**src/rtl/imuldivu_acc_if.sv**
```systemverilog
// Execute-stage handshake between the core and the multiply/divide unit.
// Field names follow the unit's existing i_/o_ port naming.
interface imuldivu_acc_if #(
    parameter int unsigned WIDTH = 32
);
    logic             i_valid;
    logic [3:0]       i_op;
    logic [WIDTH-1:0] i_rs_val;
    logic [WIDTH-1:0] i_rt_val;
    logic             i_cancel;
    logic             o_stall;
    logic             o_busy;
    logic [WIDTH-1:0] o_rd_val;
    logic             o_rd_valid;
    logic             o_dz;

    modport master (
        output i_valid, i_op, i_rs_val, i_rt_val, i_cancel,
        input  o_stall, o_busy, o_rd_val, o_rd_valid, o_dz
    );

    modport slave (
        input  i_valid, i_op, i_rs_val, i_rt_val, i_cancel,
        output o_stall, o_busy, o_rd_val, o_rd_valid, o_dz
    );
endinterface

```
**src/rtl/imuldivu_acc.sv**
```systemverilog
// Iterative multiply/divide/multiply-accumulate unit owning the HI:LO pair.
// Shift-add multiplier (MUL_BITS per cycle) and 1-bit/cycle restoring divider.
module imuldivu_acc #(
    parameter int unsigned WIDTH    = 32,
    parameter int unsigned MUL_BITS = 2
) (
    input logic           clk,
    input logic           nrst,
    imuldivu_acc_if.slave bus
);
    localparam int unsigned N  = WIDTH / MUL_BITS;
    localparam int unsigned W2 = 2 * WIDTH;
    localparam int unsigned CW = $clog2(WIDTH + 1);

    localparam logic [3:0] OpNop   = 4'd0;
    localparam logic [3:0] OpMfhi  = 4'd1;
    localparam logic [3:0] OpMflo  = 4'd2;
    localparam logic [3:0] OpMthi  = 4'd3;
    localparam logic [3:0] OpMtlo  = 4'd4;
    localparam logic [3:0] OpMult  = 4'd5;
    localparam logic [3:0] OpDiv   = 4'd7;
    localparam logic [3:0] OpDivu  = 4'd8;
    localparam logic [3:0] OpMadd  = 4'd9;
    localparam logic [3:0] OpMsub  = 4'd11;
    localparam logic [3:0] OpMsubu = 4'd12;

    typedef enum logic [2:0] {StIdle, StMul, StDiv, StFix, StAcc} state_e;

    state_e            state_q;
    logic [W2-1:0]     hilo_q, acc_q, mcand_q;
    logic [WIDTH-1:0]  mplier_q, rd_val_q;
    logic [CW-1:0]     cnt_q;
    logic              sign_q, rsign_q, div_q, accum_q, sub_q;
    logic              busy_q, rd_valid_q, dz_q;

    logic [3:0]        op;
    logic [WIDTH-1:0]  rs, rt, rs_mag, rt_mag;
    logic              op_live, accept, op_signed, rs_neg, rt_neg;

    assign op        = bus.i_op;
    assign rs        = bus.i_rs_val;
    assign rt        = bus.i_rt_val;
    assign op_live   = (op != OpNop) && (op <= OpMsubu);
    assign accept    = bus.i_valid && !busy_q && !bus.i_cancel && op_live;
    assign op_signed = (op == OpMult) || (op == OpDiv) || (op == OpMadd) || (op == OpMsub);
    assign rs_neg    = op_signed && rs[WIDTH-1];
    assign rt_neg    = op_signed && rt[WIDTH-1];
    assign rs_mag    = rs_neg ? -rs : rs;
    assign rt_mag    = rt_neg ? -rt : rt;

    assign bus.o_stall    = bus.i_valid && busy_q && !bus.i_cancel && op_live;
    assign bus.o_busy     = busy_q;
    assign bus.o_rd_val   = rd_val_q;
    assign bus.o_rd_valid = rd_valid_q;
    assign bus.o_dz       = dz_q;

    logic [W2-1:0]    mul_next, div_next, fix_val, acc_sum;
    logic [W2:0]      div_sh;
    logic [WIDTH:0]   div_dif;
    logic [WIDTH-1:0] quo_fix, rem_fix;

    assign mul_next = acc_q + mcand_q * {{(W2-MUL_BITS){1'b0}}, mplier_q[MUL_BITS-1:0]};

    // Remainder lives in acc_q's upper half, dividend/quotient in the lower half.
    assign div_sh   = {acc_q, 1'b0};
    assign div_dif  = div_sh[W2:WIDTH] - {1'b0, mplier_q};
    assign div_next = div_dif[WIDTH] ? div_sh[W2-1:0]
                                     : {div_dif[WIDTH-1:0], div_sh[WIDTH-1:1], 1'b1};

    assign quo_fix = sign_q  ? -acc_q[WIDTH-1:0]  : acc_q[WIDTH-1:0];
    assign rem_fix = rsign_q ? -acc_q[W2-1:WIDTH] : acc_q[W2-1:WIDTH];
    assign fix_val = div_q ? {rem_fix, quo_fix} : (sign_q ? -acc_q : acc_q);
    assign acc_sum = sub_q ? hilo_q - acc_q : hilo_q + acc_q;

    always_ff @(posedge clk or negedge nrst) begin
        if (!nrst) begin
            state_q    <= StIdle;
            hilo_q     <= '0;
            acc_q      <= '0;
            mcand_q    <= '0;
            mplier_q   <= '0;
            cnt_q      <= '0;
            sign_q     <= 1'b0;
            rsign_q    <= 1'b0;
            div_q      <= 1'b0;
            accum_q    <= 1'b0;
            sub_q      <= 1'b0;
            busy_q     <= 1'b0;
            rd_val_q   <= '0;
            rd_valid_q <= 1'b0;
            dz_q       <= 1'b0;
        end else begin
            rd_valid_q <= 1'b0;
            dz_q       <= 1'b0;
            if (busy_q && bus.i_cancel) begin
                state_q <= StIdle;
                busy_q  <= 1'b0;
            end else begin
                case (state_q)
                    StIdle: begin
                        if (accept) begin
                            case (op)
                                OpMfhi: begin
                                    rd_val_q   <= hilo_q[W2-1:WIDTH];
                                    rd_valid_q <= 1'b1;
                                end
                                OpMflo: begin
                                    rd_val_q   <= hilo_q[WIDTH-1:0];
                                    rd_valid_q <= 1'b1;
                                end
                                OpMthi: hilo_q[W2-1:WIDTH] <= rs;
                                OpMtlo: hilo_q[WIDTH-1:0]  <= rs;
                                OpDiv, OpDivu: begin
                                    if (rt == '0) begin
                                        hilo_q <= {rs, {WIDTH{1'b1}}};
                                        dz_q   <= 1'b1;
                                    end else begin
                                        state_q  <= StDiv;
                                        busy_q   <= 1'b1;
                                        acc_q    <= {{WIDTH{1'b0}}, rs_mag};
                                        mplier_q <= rt_mag;
                                        cnt_q    <= CW'(WIDTH);
                                        sign_q   <= rs_neg ^ rt_neg;
                                        rsign_q  <= rs_neg;
                                        div_q    <= 1'b1;
                                        accum_q  <= 1'b0;
                                        sub_q    <= 1'b0;
                                    end
                                end
                                default: begin
                                    state_q  <= StMul;
                                    busy_q   <= 1'b1;
                                    acc_q    <= '0;
                                    mcand_q  <= {{WIDTH{1'b0}}, rs_mag};
                                    mplier_q <= rt_mag;
                                    cnt_q    <= CW'(N);
                                    sign_q   <= rs_neg ^ rt_neg;
                                    rsign_q  <= 1'b0;
                                    div_q    <= 1'b0;
                                    accum_q  <= (op >= OpMadd);
                                    sub_q    <= (op >= OpMsub);
                                end
                            endcase
                        end
                    end
                    StMul: begin
                        acc_q    <= mul_next;
                        mcand_q  <= mcand_q << MUL_BITS;
                        mplier_q <= mplier_q >> MUL_BITS;
                        cnt_q    <= cnt_q - CW'(1);
                        if (cnt_q == CW'(1)) state_q <= StFix;
                    end
                    StDiv: begin
                        acc_q <= div_next;
                        cnt_q <= cnt_q - CW'(1);
                        if (cnt_q == CW'(1)) state_q <= StFix;
                    end
                    StFix: begin
                        if (accum_q) begin
                            acc_q   <= fix_val;
                            state_q <= StAcc;
                        end else begin
                            hilo_q  <= fix_val;
                            state_q <= StIdle;
                            busy_q  <= 1'b0;
                        end
                    end
                    StAcc: begin
                        hilo_q  <= acc_sum;
                        state_q <= StIdle;
                        busy_q  <= 1'b0;
                    end
                    default: begin
                        state_q <= StIdle;
                        busy_q  <= 1'b0;
                    end
                endcase
            end
        end
    end
endmodule

```
**src/flat_wrapper.sv**
```systemverilog
// flat-port wrapper written by rule: the top's interface ports become plain ports
module imuldivu_acc_flat 
#(
    parameter int unsigned WIDTH    = 32,
    parameter int unsigned MUL_BITS = 2
)
  (clk, nrst, bus_i_valid, bus_i_op, bus_i_rs_val, bus_i_rt_val, bus_i_cancel, bus_o_stall, bus_o_busy, bus_o_rd_val, bus_o_rd_valid, bus_o_dz);
  imuldivu_acc_if #(.WIDTH(WIDTH)) bus_i ();
  input logic clk;
  input logic nrst;
  input wire logic [$bits(bus_i.i_valid)-1:0] bus_i_valid;
  input wire logic [$bits(bus_i.i_op)-1:0] bus_i_op;
  input wire logic [$bits(bus_i.i_rs_val)-1:0] bus_i_rs_val;
  input wire logic [$bits(bus_i.i_rt_val)-1:0] bus_i_rt_val;
  input wire logic [$bits(bus_i.i_cancel)-1:0] bus_i_cancel;
  output wire logic [$bits(bus_i.o_stall)-1:0] bus_o_stall;
  output wire logic [$bits(bus_i.o_busy)-1:0] bus_o_busy;
  output wire logic [$bits(bus_i.o_rd_val)-1:0] bus_o_rd_val;
  output wire logic [$bits(bus_i.o_rd_valid)-1:0] bus_o_rd_valid;
  output wire logic [$bits(bus_i.o_dz)-1:0] bus_o_dz;
  assign bus_i.i_valid = bus_i_valid;
  assign bus_i.i_op = bus_i_op;
  assign bus_i.i_rs_val = bus_i_rs_val;
  assign bus_i.i_rt_val = bus_i_rt_val;
  assign bus_i.i_cancel = bus_i_cancel;
  assign bus_o_stall = bus_i.o_stall;
  assign bus_o_busy = bus_i.o_busy;
  assign bus_o_rd_val = bus_i.o_rd_val;
  assign bus_o_rd_valid = bus_i.o_rd_valid;
  assign bus_o_dz = bus_i.o_dz;
  imuldivu_acc #(.WIDTH(WIDTH), .MUL_BITS(MUL_BITS)) u_core (.clk(clk), .nrst(nrst), .bus(bus_i));
endmodule
```
**config.mk**
```make
export PLATFORM = sky130hd
export DESIGN_NAME = imuldivu_acc_flat
export DESIGN_NICKNAME = d
export VERILOG_FILES = /design/src/rtl/imuldivu_acc_if.sv /design/src/rtl/imuldivu_acc.sv /design/src/flat_wrapper.sv
export SDC_FILE = /design/constraint.sdc
export NUM_CORES = 2
export LEC_CHECK = 0
export ABC_CLOCK_PERIOD_IN_PS = 4900
export BUFFER_PORTS_ARGS = -buffer_cell sky130_fd_sc_hd__buf_4
export CAP_MARGIN = 30
export CORE_ASPECT_RATIO = 1.2
export CORE_MARGIN = 8
export CORE_UTILIZATION = 55
export CTS_BUF_LIST = sky130_fd_sc_hd__clkbuf_16
export DETAILED_ROUTE_END_ITERATION = 10
export PLACE_DENSITY = 0.75
export RECOVER_POWER = 25
export SLEW_MARGIN = 20
export SYNTH_ARGS = -nofsm -noshare
export SYNTH_HDL_FRONTEND = slang
export SYNTH_SLANG_ARGS = --single-unit
```
**constraint.sdc**
```tcl
create_clock -name clk -period 4.9 [get_ports clk]
set_clock_uncertainty 0.1 [all_clocks]
set_input_delay 0.245 -clock clk [delete_from_list [all_inputs] [get_ports clk]]
set_output_delay 0.245 -clock clk [all_outputs]
set_load 0.01 [all_outputs]
```
* Yosys cells after proc, flatten, opt, wreduce, memory -nomap -nowiden
Index checks and enable logic that the tools add are counted.
** Word-level totals
- Register bits :: 273
- Input port bits :: 72
- Output and inout port bits :: 36
- Logic and storage cells :: 162
** Operators by class
- Add/subtract/negate cells :: 10
- $mul :: 1
- $lt $le $gt $ge :: 3
- Equal/unequal tests :: 30
- Muxes and demuxes :: 61
- Bitwise operators :: 3
- Reduce and logical (&&, ||, !) cells :: 38
** Operator list (count)
- 2-to-1 mux 64 bit :: 12
- case mux 32 bit (2 select lines) :: 5
- case mux 64 bit (2 select lines) :: 2
- case mux 64 bit (4 select lines) :: 1
- 2-to-1 mux 32 bit :: 6
- case mux 64 bit (3 select lines) :: 1
- adder 64 bit :: 2
- negation 32 bit :: 4
- multiplier 64 x 2 -> 64 bit :: 1
- negation 64 bit :: 1
- subtractor 64 bit :: 1
- subtractor 33 x 32 -> 33 bit :: 1
- logical NOT 32 bit :: 1
- case mux 6 bit (2 select lines) :: 2
- AND reduction 5 bit :: 4
- AND reduction 6 bit :: 3
- 2-to-1 mux 1 bit :: 16
- 2-to-1 mux 3 bit :: 5
- == test 4 x 3 -> 1 bit, second input constant :: 3
- == test 4 bit, second input constant :: 3
- 2-to-1 mux 6 bit :: 2
- inequality test 3 bit, second input constant :: 4
- case mux 1 bit (2 select lines) :: 6
- AND reduction 4 bit :: 3
- other kinds (29) :: 57

* Longest topological paths before layout
- Depth in word-level cells :: 10
- Depth in mapped cells :: 21

* Least setup slack after synthesis
Ideal clock, no wire load.
- Kind :: reg2reg
- Start :: register u_core.acc_q[4]
- End :: register u_core.hilo_q[56]
- Setup time :: 0.080 ns
- Arrival :: 4.806 ns
- Required time :: 4.720 ns
- Slack :: -0.087 ns
- Stages on the path, launching flop included :: 21
- Buffers on the path :: 2
- Cell sequence :: dfrtp_1 > buf_6 > or4_4 > buf_6 > nor3_2 > nand2_1 > or4_4 > nor3_1 > nor2_1 > xnor2_1 > ha_1 > nand3_1 > nor4_1 > inv_1 > a2111oi_0 > o311a_1 > a211oi_1 > o31a_1 > nor2_1 > mux2_2 > nor3_2
** Between the ends
- Longest elaborated chain between the ends :: 5
** RTL lines
- from (decl) :: RTL line imuldivu_acc.sv:30 : logic [W2-1:0] hilo_q, acc_q, mcand_q;
- from (signal assigned) :: RTL line imuldivu_acc.sv:120 : acc_q <= {{WIDTH{1'b0}}, rs_mag};
- from (signal assigned) :: RTL line imuldivu_acc.sv:147 : acc_q <= mul_next;
- from (signal assigned) :: RTL line imuldivu_acc.sv:154 : acc_q <= div_next;
- negation 64 bit :: RTL line imuldivu_acc.sv:72 : assign fix_val = div_q ? {rem_fix, quo_fix} : (sign_q ? -acc_q : acc_q);
- 2-to-1 mux 64 bit (2 in a row) :: RTL line imuldivu_acc.sv:72
- 2-to-1 mux 64 bit :: RTL line imuldivu_acc.sv:159 : if (accum_q) begin
- case mux 64 bit (3 select lines) (*) :: RTL line imuldivu_acc.sv:99 : case (state_q)
- to (signal, indexed assignment) :: RTL line imuldivu_acc.sv:111 : OpMthi: hilo_q[W2-1:WIDTH] <= rs;
- to (signal assigned) :: RTL line imuldivu_acc.sv:163 : hilo_q <= fix_val;
- to (signal assigned) :: RTL line imuldivu_acc.sv:169 : hilo_q <= acc_sum;
- to (decl) :: RTL line imuldivu_acc.sv:30
Every way passes the cells marked *; elsewhere a longest branch is shown, timed or not. The select of a mux whose other input is x is not followed.
A chain may end at the register's enable or synchronous reset.

* Worst setup path in the final report
- Start :: register u_core.acc_q[6]
- End :: register u_core.hilo_q[63]
Same word-level chain as after synthesis.

==> results.json <==
{
  "grt_pass1_vias": 30400,
  "wl_mm": 124,
  "drive_gt1_frac": 0.139,
  "synth_nets": 4243,
  "synth_most_common_cell": "nand2_1",
  "synth.area.top_cells": "dfrtp_1 23%, ha_1 7.0%, xnor2_1 6.8%",
  "ctsHtreeMaxLevel": 2,
  "critPathLaunchType": "register",
  "end_kind": "register",
  "gp_congestion": 1.10,
  "violations": "capacitance limit, slew limit",
  "area_growth_pct": 16.9,
  "die_h_um": 269,
  "status": "finished with violations",
  "postSynthCellCount": 3942,
  "firstDrtPassIters": 6,
  "clock_latency_ns": 0.57,
  "grt-ovfl-total": 0,
  "grt_pass1_wl_mm": 184,
  "muxShareOfSynthArea": 0.0211,
  "synth_cell_type_count": 91,
  "cts_tree": "built",
  "routedWlPerCell_um": 25.3,
  "viasPerCell": 6.44,
  "cap_violations": 1,
  "ant_nets": 0,
  "synthAdderAreaFrac": 0.114,
  "max_clock_freq_mhz": 207,
  "min_path_type": "in2reg",
  "crit_fanout": 6,
  "dp_hpwl_mm": 96.4,
  "antenna_found_initial": 5,
  "synth_top_family_by_area": "compound AO/OA/AOI/OAI gates",
  "hold_viol": 0,
  "worstSetupPathType": "reg2reg",
  "port_buffers": 107,
  "final_nets": 4470,
  "cts.clk_slew.worst_paths_ns": 0.06,
  "crit_required_ns": 5.23,
  "syn_area_mm2": 0.0294,
  "tightest_slew_ns": 3.63,
  "clock_path_buffers": 3,
  "finalCritPeriodShare": 0.985,
  "clock-sinks": 273,
  "die_width_um": 227,
  "setup_viol": 0,
  "rsz0062_at_grt": "yes",
  "synth_compound_area_frac": 0.273,
  "reg2reg_depth": 19,
  "grt.total_usage": 0.395,
  "core_mm2": 0.0533,
  "synth_top_area_share": 0.232,
  "relSlewSlack": -1.42,
  "ys.flop_type": "dfrtp_1",
  "yosysWarnings": 0,
  "hold_depth": 3,
  "synth_top_area_cell": "dfrtp_1",
  "yosys_register_bits": 273,
  "stdcell_area_mm2": 0.0344,
  "num_vias": 31600,
  "boundaryPins": 108,
  "finalMaxSlewViolations": 129,
  "async_flop_share": 1.00,
  "synth-xor-area-share": 0.0909,
  "rows": 93,
  "syn_area_per_cell_um2": 7.45,
  "synth-edff-count": 0,
  "arrival_ns": 5.16,
  "cts_root_buf": "clkbuf_16",
  "cts_buffers": 36,
  "period_minus_slack_ns": 4.83,
  "drt_iter0_drc": 3339,
  "grt_max_degree": 129,
  "die_area_mm2": 0.0611,
  "synthTopCellsByCount": "504 x nand2_1, 384 x a21oi_1, 328 x nor2_1",
  "ys_seq_area_frac": 0.232,
  "start_util": 0.551,
  "placed_area_mm2": 0.0325,
  "synthSimpleGateAreaFrac": 0.199,
  "drc": 0
}
## layer usage
layer	vias up	GRT usage	wire length, um
met5	-	0	24
met4	4	0.335	12900
met3	546	0.0791	10400
met2	1579	0.634	56600
met1	15100	0.443	44100
li1	14400	-	-
## state kept, by name (all words and copies together) (netlist names), 3 cells and up
| register | flops |
|---|---|
| u_core.mcand_q | 64 |
| u_core.mplier_q | 32 |
| u_core.state_q | 3 |
| u_core.bus.o_rd_val | 32 |
| u_core.cnt_q | 6 |
| u_core.hilo_q | 64 |
| u_core.acc_q | 64 |
## cell usage in the layout, fill, tap and decap left out, types with 34 or more instances in the layout
cell and instances:
o21ai_0 305, o21ai_1 36, nor2_1 318, nand4_1 51
xor2_1 77, a31oi_1 63, nand2b_1 34, fa_1 65
clkbuf_1 36, xnor2_1 225, dfrtp_1 270, nor3_1 79
a221oi_1 39, mux2i_1 52, a22o_1 37, buf_4 367
inv_1 280, a21o_1 101, a21oi_1 375, ha_1 163
nand3_1 53, o21bai_1 35, clkbuf_16 37, nand2_1 501
## final timing paths
check,startpoint,end,slack [ns]
setup reg to reg,u_core.acc_q[6],u_core.hilo_q[63],0.07
setup / recovery,u_core.acc_q[6],u_core.hilo_q[63],0.07
min in group asynchronous,nrst,u_core.bus.o_rd_val[4],0.10
hold / removal,bus_i_rs_val[15],u_core.hilo_q[47],0.004
max in group asynchronous,nrst,u_core.hilo_q[26],0.60
hold reg to reg,u_core.bus.o_rd_val[18],u_core.bus.o_rd_val[18],0.38
## cell families (layout without fill, tap and decap cells)
group	count (synthesis)	in the layout
AO/OA/AOI/OAI	1279	1279
AND/OR/NAND/NOR	1268	1268
buffers and inverters	527	780
XOR/XNOR	305	305
flip-flops	273	273
adder cells (fa/ha/maj)	229	229
multiplexers	61	61
other	0	1
## worst max-delay path, stage by stage (launching register included)
cell       delay (ns)
dfrtp_1          0.38
or4_4            0.56
buf_4            0.18
nor4_2           0.25
buf_4            0.23
buf_4            0.15
a21oi_1          0.08
xnor2_1          0.16
ha_1             0.34
buf_4            0.16
and2_4           0.17
nand4_1          0.14
o211a_1          0.30
o31ai_4          0.32
a2111oi_4        0.16
o31ai_4          0.34
buf_4            0.20
mux2i_4          0.23
nor3_2           0.07
nand4b_1         0.18
## area by class of cell
cell class / instances / area (um2)
fill: 4945 / 18900
tap: 712 / 891
clock buffer: 37 / 926
multi-input combinational: 3142 / 21100
clock inverter: 27 / 253
inverter: 276 / 1040
timing repair buffer: 440 / 3330
sequential: 273 / 6840
antenna: 1 / 2.50
## stage by stage
| step | std cells | worst slack, ns | TNS (ns) | util | hold WS (ns) |
|---|---|---|---|---|---|
| after floorplan | 3942 | 0.0807 | 0 | - | -0.151 |
| after global placement | 4804 | -0.146 | -0.559 | 0.609 | 0.142 |
| after detailed placement | 4807 | -0.161 | -0.819 | 0.610 | 0.142 |
| after CTS | 4900 | -0.0374 | -0.0662 | 0.638 | 0.0000704 |
| after global routing | 4907 | -0.0637 | -0.329 | 0.645 | 0.0261 |
| final | 4908 | 0.0747 | 0 | 0.645 | 0.00437 |
## repair_timing
action | 4_1_cts | 5_1_grt
hold endpoints to repair | 98 | 0
hold buffers | 23 | 0
setup endpoints to repair | 13 | 49
setup buffers | 6 | 9
gates resized for setup | 3 | 96
pin swaps | 5 | 34
Power is left out: the tool's default activity adds up to more than one toggle a clock period on the data nets, which glitch-free logic cannot reach.
